**src/rtl/fp_norm_pipe.sv**
```systemverilog
`timescale 1ns/1ps
// ---------------------------------------------------------------------------
// fp_norm_pipe
//
// Purpose
//   Two-stage normalisation pipeline for the unnormalised sum coming out of
//   a floating-point adder. The significand carries one carry bit on top
//   (bit MAN_W-1) above the hidden-bit position (bit MAN_W-2).
//     * Carry set   : shift right by one, bump the exponent (saturating).
//     * Carry clear : shift left by the leading-zero count, limited by the
//                     exponent so the exponent never goes below zero.
//     * Zero input  : flagged and forced to an all-zero result.
//
//   Stage 1 counts leading zeros and registers them with the raw beat.
//   Stage 2 applies the shift, adjusts the exponent and registers the flags.
//
// Handshake (both ports)
//   A beat moves across a port only on a rising edge where valid and ready
//   are both 1. A producer holding valid=1 keeps its payload stable until
//   the beat is taken; this block keeps every out_* signal stable while
//   out_valid=1 and out_ready=0. Each stage loads when it is empty or when
//   its current beat moves forward on the same edge, so the pipe runs at
//   one beat per cycle while out_ready=1. in_ready is "stage 1 can load".
//
// Ports
//   clk        : single clock, rising edge
//   rst        : synchronous, active-high; clears both stages. While high,
//                in_ready, out_valid and every out_* signal read 0.
//   in_valid   : input beat present
//   in_ready   : input beat accepted this cycle
//   in_man     : unnormalised significand [MAN_W-1:0]
//   in_exp     : biased exponent before adjustment [EXP_W-1:0]
//   out_valid  : result beat present
//   out_ready  : downstream accepts the result beat
//   out_man    : normalised significand (bit MAN_W-1 always 0)
//   out_exp    : adjusted exponent
//   out_shift  : applied shift magnitude [SH_W-1:0]
//   out_rshift : 1 = right shift by 1, 0 = left shift by out_shift
//   out_zero   : in_man was all zeros
//   out_sticky : a 1 was shifted out by the right shift
//   out_ovf    : exponent reached all-ones after the right shift
//   out_uflow  : left shift was clamped by the exponent
// ---------------------------------------------------------------------------
module fp_norm_pipe #(
    parameter int MAN_W = 25,
    parameter int EXP_W = 8,
    localparam int SH_W = $clog2(MAN_W)
) (
    input  logic             clk,
    input  logic             rst,
    input  logic             in_valid,
    output logic             in_ready,
    input  logic [MAN_W-1:0] in_man,
    input  logic [EXP_W-1:0] in_exp,
    output logic             out_valid,
    input  logic             out_ready,
    output logic [MAN_W-1:0] out_man,
    output logic [EXP_W-1:0] out_exp,
    output logic [SH_W-1:0]  out_shift,
    output logic             out_rshift,
    output logic             out_zero,
    output logic             out_sticky,
    output logic             out_ovf,
    output logic             out_uflow
);

    // Common width for comparing the leading-zero count with the exponent.
    localparam int CMP_W = (SH_W > EXP_W) ? SH_W : EXP_W;
    localparam logic [EXP_W-1:0] EXP_MAX = '1;

    // -----------------------------------------------------------------------
    // Stage registers
    // -----------------------------------------------------------------------
    logic             s1_valid;
    logic [MAN_W-1:0] s1_man;
    logic [EXP_W-1:0] s1_exp;
    logic [SH_W-1:0]  s1_lzc;
    logic             s1_carry;

    logic             s2_valid;
    logic [MAN_W-1:0] s2_man;
    logic [EXP_W-1:0] s2_exp;
    logic [SH_W-1:0]  s2_shift;
    logic             s2_rshift;
    logic             s2_zero;
    logic             s2_sticky;
    logic             s2_ovf;
    logic             s2_uflow;

    // -----------------------------------------------------------------------
    // Flow control
    // -----------------------------------------------------------------------
    logic s1_load;
    logic s2_load;

    assign s2_load  = !s2_valid || out_ready;
    assign s1_load  = !s1_valid || s2_load;
    assign in_ready = !rst && s1_load;

    // -----------------------------------------------------------------------
    // Stage 1: leading-zero count from the hidden-bit position downward.
    // Scanning upward lets the highest set bit win; an all-zero significand
    // leaves the count at MAN_W-1, which stage 2 never uses because the
    // zero case is handled separately.
    // -----------------------------------------------------------------------
    logic [SH_W-1:0] lzc_c;

    always_comb begin
        lzc_c = SH_W'(MAN_W - 1);
        for (int i = 0; i <= MAN_W - 2; i++) begin
            if (in_man[i]) begin
                lzc_c = SH_W'(MAN_W - 2 - i);
            end
        end
    end

    // -----------------------------------------------------------------------
    // Stage 2: shift and exponent adjustment.
    // The left shift is min(lzc, exp), so the exponent subtraction can never
    // go below zero; when the exponent is the limit the result is left
    // partly unnormalised and out_uflow reports it.
    // -----------------------------------------------------------------------
    logic [CMP_W-1:0] lzc_x;
    logic [CMP_W-1:0] exp_x;
    logic [CMP_W-1:0] sh_x;
    logic [CMP_W-1:0] exp_dec_x;
    logic             clamp;
    logic [EXP_W-1:0] exp_inc;

    assign lzc_x     = CMP_W'(s1_lzc);
    assign exp_x     = CMP_W'(s1_exp);
    assign clamp     = lzc_x > exp_x;
    assign sh_x      = clamp ? exp_x : lzc_x;
    assign exp_dec_x = exp_x - sh_x;
    // Saturating increment for the carry case.
    assign exp_inc   = (s1_exp == EXP_MAX) ? EXP_MAX : s1_exp + 1'b1;

    logic [MAN_W-1:0] n_man;
    logic [EXP_W-1:0] n_exp;
    logic [SH_W-1:0]  n_shift;
    logic             n_rshift;
    logic             n_zero;
    logic             n_sticky;
    logic             n_ovf;
    logic             n_uflow;

    always_comb begin
        n_man    = '0;
        n_exp    = '0;
        n_shift  = '0;
        n_rshift = 1'b0;
        n_zero   = 1'b0;
        n_sticky = 1'b0;
        n_ovf    = 1'b0;
        n_uflow  = 1'b0;
        if (s1_man == '0) begin
            n_zero = 1'b1;
        end else if (s1_carry) begin
            n_man    = s1_man >> 1;
            n_exp    = exp_inc;
            n_shift  = SH_W'(1);
            n_rshift = 1'b1;
            n_sticky = s1_man[0];
            n_ovf    = (exp_inc == EXP_MAX);
        end else begin
            // sh_x never exceeds the count, so it always fits in SH_W bits.
            n_man   = s1_man << sh_x;
            n_exp   = exp_dec_x[EXP_W-1:0];
            n_shift = sh_x[SH_W-1:0];
            n_uflow = clamp;
        end
    end

    // -----------------------------------------------------------------------
    // Pipeline registers. Payload only loads alongside a valid beat, so a
    // stalled stage 2 keeps its outputs untouched.
    // -----------------------------------------------------------------------
    always_ff @(posedge clk) begin
        if (rst) begin
            s1_valid  <= 1'b0;
            s1_man    <= '0;
            s1_exp    <= '0;
            s1_lzc    <= '0;
            s1_carry  <= 1'b0;
            s2_valid  <= 1'b0;
            s2_man    <= '0;
            s2_exp    <= '0;
            s2_shift  <= '0;
            s2_rshift <= 1'b0;
            s2_zero   <= 1'b0;
            s2_sticky <= 1'b0;
            s2_ovf    <= 1'b0;
            s2_uflow  <= 1'b0;
        end else begin
            if (s1_load) begin
                s1_valid <= in_valid;
                if (in_valid) begin
                    s1_man   <= in_man;
                    s1_exp   <= in_exp;
                    s1_lzc   <= lzc_c;
                    s1_carry <= in_man[MAN_W-1];
                end
            end
            if (s2_load) begin
                s2_valid <= s1_valid;
                if (s1_valid) begin
                    s2_man    <= n_man;
                    s2_exp    <= n_exp;
                    s2_shift  <= n_shift;
                    s2_rshift <= n_rshift;
                    s2_zero   <= n_zero;
                    s2_sticky <= n_sticky;
                    s2_ovf    <= n_ovf;
                    s2_uflow  <= n_uflow;
                end
            end
        end
    end

    // -----------------------------------------------------------------------
    // Outputs. Masked by rst so the port reads idle during the whole reset
    // cycle, including the one before the first clearing edge.
    // -----------------------------------------------------------------------
    assign out_valid  = s2_valid && !rst;
    assign out_man    = rst ? '0 : s2_man;
    assign out_exp    = rst ? '0 : s2_exp;
    assign out_shift  = rst ? '0 : s2_shift;
    assign out_rshift = s2_rshift && !rst;
    assign out_zero   = s2_zero && !rst;
    assign out_sticky = s2_sticky && !rst;
    assign out_ovf    = s2_ovf && !rst;
    assign out_uflow  = s2_uflow && !rst;

endmodule

```
**config.mk**
```make
export PLATFORM = sky130hd
export DESIGN_NAME = fp_norm_pipe
export DESIGN_NICKNAME = d
export VERILOG_FILES = /design/src/rtl/fp_norm_pipe.sv
export SDC_FILE = /design/constraint.sdc
export NUM_CORES = 1
export LEC_CHECK = 0
export CORE_MARGIN = 3
export CORE_UTILIZATION = 45
export DETAILED_ROUTE_END_ITERATION = 8
export GPL_ROUTABILITY_DRIVEN = 0
export PLACE_DENSITY = 0.66
export SETUP_SLACK_MARGIN = 0.15
export SYNTH_ARGS = -nofsm -noshare
export SYNTH_HDL_FRONTEND = slang
export SYNTH_SLANG_ARGS = --single-unit
```
**constraint.sdc**
```tcl
create_clock -name clk -period 7.9 [get_ports clk]
set_clock_uncertainty 0.15 [all_clocks]
set_input_delay 0.79 -clock clk [delete_from_list [all_inputs] [get_ports clk]]
set_output_delay 0.79 -clock clk [all_outputs]
set_load 0.01 [all_outputs]
```
After elaboration in Yosys (flattened, before gate mapping). Cells that the tools add are included. Widths: inputs -> output; s select.

Flip-flop bits (word level): 84. Output and inout port bits: 45.

Magnitude comparators: 1. Reductions and logical operators: 15. Multiplexer cells: 44. Shift-type cells: 1. Equal/unequal tests: 2. $add $sub $neg: 2.

Operators with widths (count): $mux 5 (25); $mux 25 (3); $mux 8 (5); $logic_not 25->1 (1); $shl 25x8->25 (1); $eq 8x8->1 const B (2); $mux 1 (9); $add 8x1->8 const B (1); $gt 5x8->1 (1); $mux 4 (2); $sub 8x8->8 (1); $logic_and 1x1->1 (7); $reduce_and 2->1 (2); $logic_not 1->1 (3); $logic_or 1x1->1 (2).

Longest topological paths before layout.
Depth in word-level cells: 24. Gate-level depth with buffers: 19. Gate-level depth less buffers: 17.

Least setup slack after synthesis. No wires, ideal clock.

Path type: reg2reg. From: register s1_exp[2], in the netlist exp_x[2]. To: register s2_exp[7]. Clock period less this slack: 4.303 ns. Library setup time: 0.117 ns. Setup slack: 3.597 ns. Arrival: 4.036 ns. Cell stages (with the launch flop): 20. Data required time: 7.633 ns. Cell sequence: dfxtp_1 -> clkbuf_1 -> inv_1 -> ha_1 -> and4_4 -> a2111oi_4 -> o21ai_4 -> mux2_2 -> inv_2 -> buf_1 -> ha_1 -> nor2b_1 -> o21ai_0 -> nand2b_1 -> a21o_1 -> a21o_1 -> nor4_1 -> a41o_1 -> a21oi_1 -> a22o_1.

Cells in the longest elaborated chain, start to end: 5. Elaborated cells on any way between the ends: 8.

Ends and longest elaborated chain: start: declaration (line 76) `logic [EXP_W-1:0] s1_exp;`; start signal: assignment (line 199) `s1_exp <= in_exp;`; $gt 5x8->1 (line 132) `assign clamp = lzc_x > exp_x;`; $mux 8 (line 133) `assign sh_x = clamp ? exp_x : lzc_x;`; $sub 8x8->8 (line 134) `assign exp_dec_x = exp_x - sh_x;`; $mux 8 * (line 158) `end else if (s1_carry) begin`; $mux 8 * (line 156) `if (s1_man == '0) begin`; end signal: assignment (line 208) `s2_exp <= n_exp;`; end: declaration (line 82) `logic [EXP_W-1:0] s2_exp;`.

Mark *: on every way between the ends. The rest lies on a longest branch, timed or not. A chain may end at the register's enable or synchronous reset.

Worst setup path in the final report.
From: register s1_exp[2], in the netlist exp_x[2]. To: register s2_exp[6].

Same word-level chain as after synthesis.

==> run metrics <==
outcome=finished, final reports clean; fill count=roughly 1100; fin nets=770; Initial Utilization=0.467; pre-CTS worst setup slack=3.05 ns; Max clock buf depth=2; Seq cells post-synth=83; ys async rst share=0; ANT cells=0; core area=11600 um^2; XOR/XNOR share of the synthesized area=0.0129; DIE HEIGHT=116 um; synth top area cells=dfxtp_1, mux2i_1, nand2_1; Setup crit end kind=register; Post-CTS Resized=0; # hold bufs at CTS=0; peak supply drop=about 100 uV; HPWL after DPL=around 11 mm; top fanout value on the critical path=25; Detailed Route WL=15.7 mm; overflow left after global routing=0; Area after DPL=6250 um^2; ys flop type=dfxtp_1; Remaining DRCs=0; EDFF count, synth=0; clk slew on worst S/H paths=roughly 0.060 ns; routed vias=~5300; type of origin of the critical path=register; CP Class=register to register; Via density=about 6.1; Final Hold Vio Count=0; Synth Cell Area=~5400 um^2; most frequent cells in the layout=nand2_1, dfxtp_1, clkdlybuf4s50_1; Setup WS post-layout=about 3.0 ns; syn_area_per_cell=approximately 8.1 um^2; 1st-iter DRT viols=between 400 and 500; CP Data Required Time=7.95 ns; post-CTS setup buffers=0; Sink Count=between 80 and 90; RSZ-0062 raised after global routing=no; worst reg2reg setup slack=between 2 and 3 ns; number of cells produced by synthesis=around 670; count of antenna-violating nets left after detailed routing=0; vias in the first global route=4852; IO Pins=82; pwr/cell area=about 170 nW/um^2; Synth Area in Adders=0.0290; Worst Max-Slew Pin Slew=between 1 and 1.5 ns; DIE AREA=13400 um^2; die width=approximately 120 um; Synth Net Count=between 700 and 800; Ys Warns=0; wire per inst=between 15 and 20 um; Compound-Gate Fraction of Synth Area=0.241; initial antenna violation count=0; largest family of logic cells by synthesized area=compound AO/OA/AOI/OAI gates; relative slew slack=0.220; Unique masters post-synth=68; CTS Root Cell=clkbuf_16; layout cells sized above 1=0.0565; sequential area share after synthesis=0.306; Crit path arrival time=a little under 5 ns; mux contribution to synthesized area=0.149; # port buffers=approximately 80; commonest non-fill, non-tap cell in the layout=nand2_1; CTS buffer count=9; first-pass GRT wire length=about 25 mm; overall power=1.12 mW; fin crit share=0.621; Min-Delay Path Class=register to register; Final Cell Area=between 6000 and 7000 um^2; Final Setup Violations=0; footprint of the multi-input gates=3490 um^2; # rows=39; largest net degree at the start of global routing=between 40 and 50; H-tree depth=3; Worst-Skew Late Latency=0.33 ns; Max Fclk=just over 0.2 GHz; drt pass-1 iters=7; pins over their slew limit=0; synth-to-layout area growth=20.5%; setup TNS=0 ns; Synth area leader=dfxtp_1; max-cap violations=0; GRT Resource Usage Total=0.237; simple-gate share of the synthesized area=0.210; Leak Pwr=2.62 nW; CTS tree=yes; minimum clock period=4.91 ns; Register Area=about 1700 um^2; post-synth top area share=0.306
==> synthesized netlist by cell type, drive strengths merged (10+ instances only) <==
cell and instances:
mux2i 65, a22oi 10, o21ai 24, a21oi 63, clkbuf 28, a22o 11
buf 18, o2bb2ai 17, dfxtp 83, nand2 102, a31oi 10, inv 18
nor2 34, nor4 11, nor2b 49, ha 11, nand3 11
==> cells by family (layout without fill, tap and decap cells) <==
| family | after synthesis | in the layout |
|---|---|---|
| AO/OA/AOI/OAI | 189 | 189 |
| XOR/XNOR | 8 | 8 |
| adder cells (fa/ha/maj) | 12 | 12 |
| buffers and inverters | 64 | 122 |
| flip-flops | 83 | 83 |
| multiplexers | 74 | 74 |
| AND/OR/NAND/NOR | 238 | 238 |
==> metal layers <==
layer | part of all wire | vias to the layer above | GRT usage
li1 | - | 2531 | -
met1 | 0.47 | 2488 | 0.351
met2 | 0.42 | 261 | 0.342
met3 | 0.081 | 44 | 0.0313
met4 | 0.036 | 0 | 0.111
met5 | 0 | - | 0
==> path summary, 6_finish.rpt <==
kind                   from        end  cells past startpoint
setup / recovery   exp_x[2]  s2_exp[6]                     16
hold reg to reg   s1_lzc[1]  s1_lzc[1]                      2
setup reg to reg   exp_x[2]  s2_exp[6]                     16
hold / removal    s1_lzc[1]  s1_lzc[1]                      2
==> critical path, stage by stage, from the launching register on <==
cell,delay (ns)
dfxtp_1,0.50
inv_1,0.13
ha_1,0.33
and4_4,0.20
a2111oi_4,0.40
o21ai_4,0.20
mux2i_4,0.94
inv_2,0.34
ha_1,0.33
fa_1,0.44
nor2b_1,0.12
o21ai_0,0.08
nand2b_1,0.11
a211oi_1,0.09
xor2_1,0.17
o21ai_0,0.17
o2bb2ai_1,0.07
==> power breakdown <==
group	switching [mW]	total, mW	leakage, nW	internal (mW)
clock	0.157	0.410	0.141	0.253
sequential	0.0247	0.463	0.678	0.438
combinational	0.135	0.243	1.80	0.109
==> state kept, by name, summed over array words and instances, names as in the netlist, 5 cells and up <==
register / count
s1_man: 25
s2_exp: 8
exp_x: 8
s2_man: 25
s2_shift: 5
s1_lzc: 5
==> stage by stage <==
step            util  std cells  hold WS [ns]
2_1_floorplan      -        668         0.309
3_3_place_gp   0.539        853         0.344
3_5_place_dp   0.539        853         0.343
4_1_cts        0.563        869         0.351
5_1_grt        0.563        869         0.376
6_report       0.563        869         0.355
==> area by class of cell <==
cell class | instances | area share
Tap cell | 143 | 0.0273
Clock inverter | 2 | 0.00535
Clock buffer | 14 | 0.0388
Inverter | 18 | 0.0103
Multi-Input combinational cell | 521 | 0.533
Sequential cell | 83 | 0.254
Timing Repair Buffer | 88 | 0.131
Note: power is estimated with default switching activity, not from simulation.
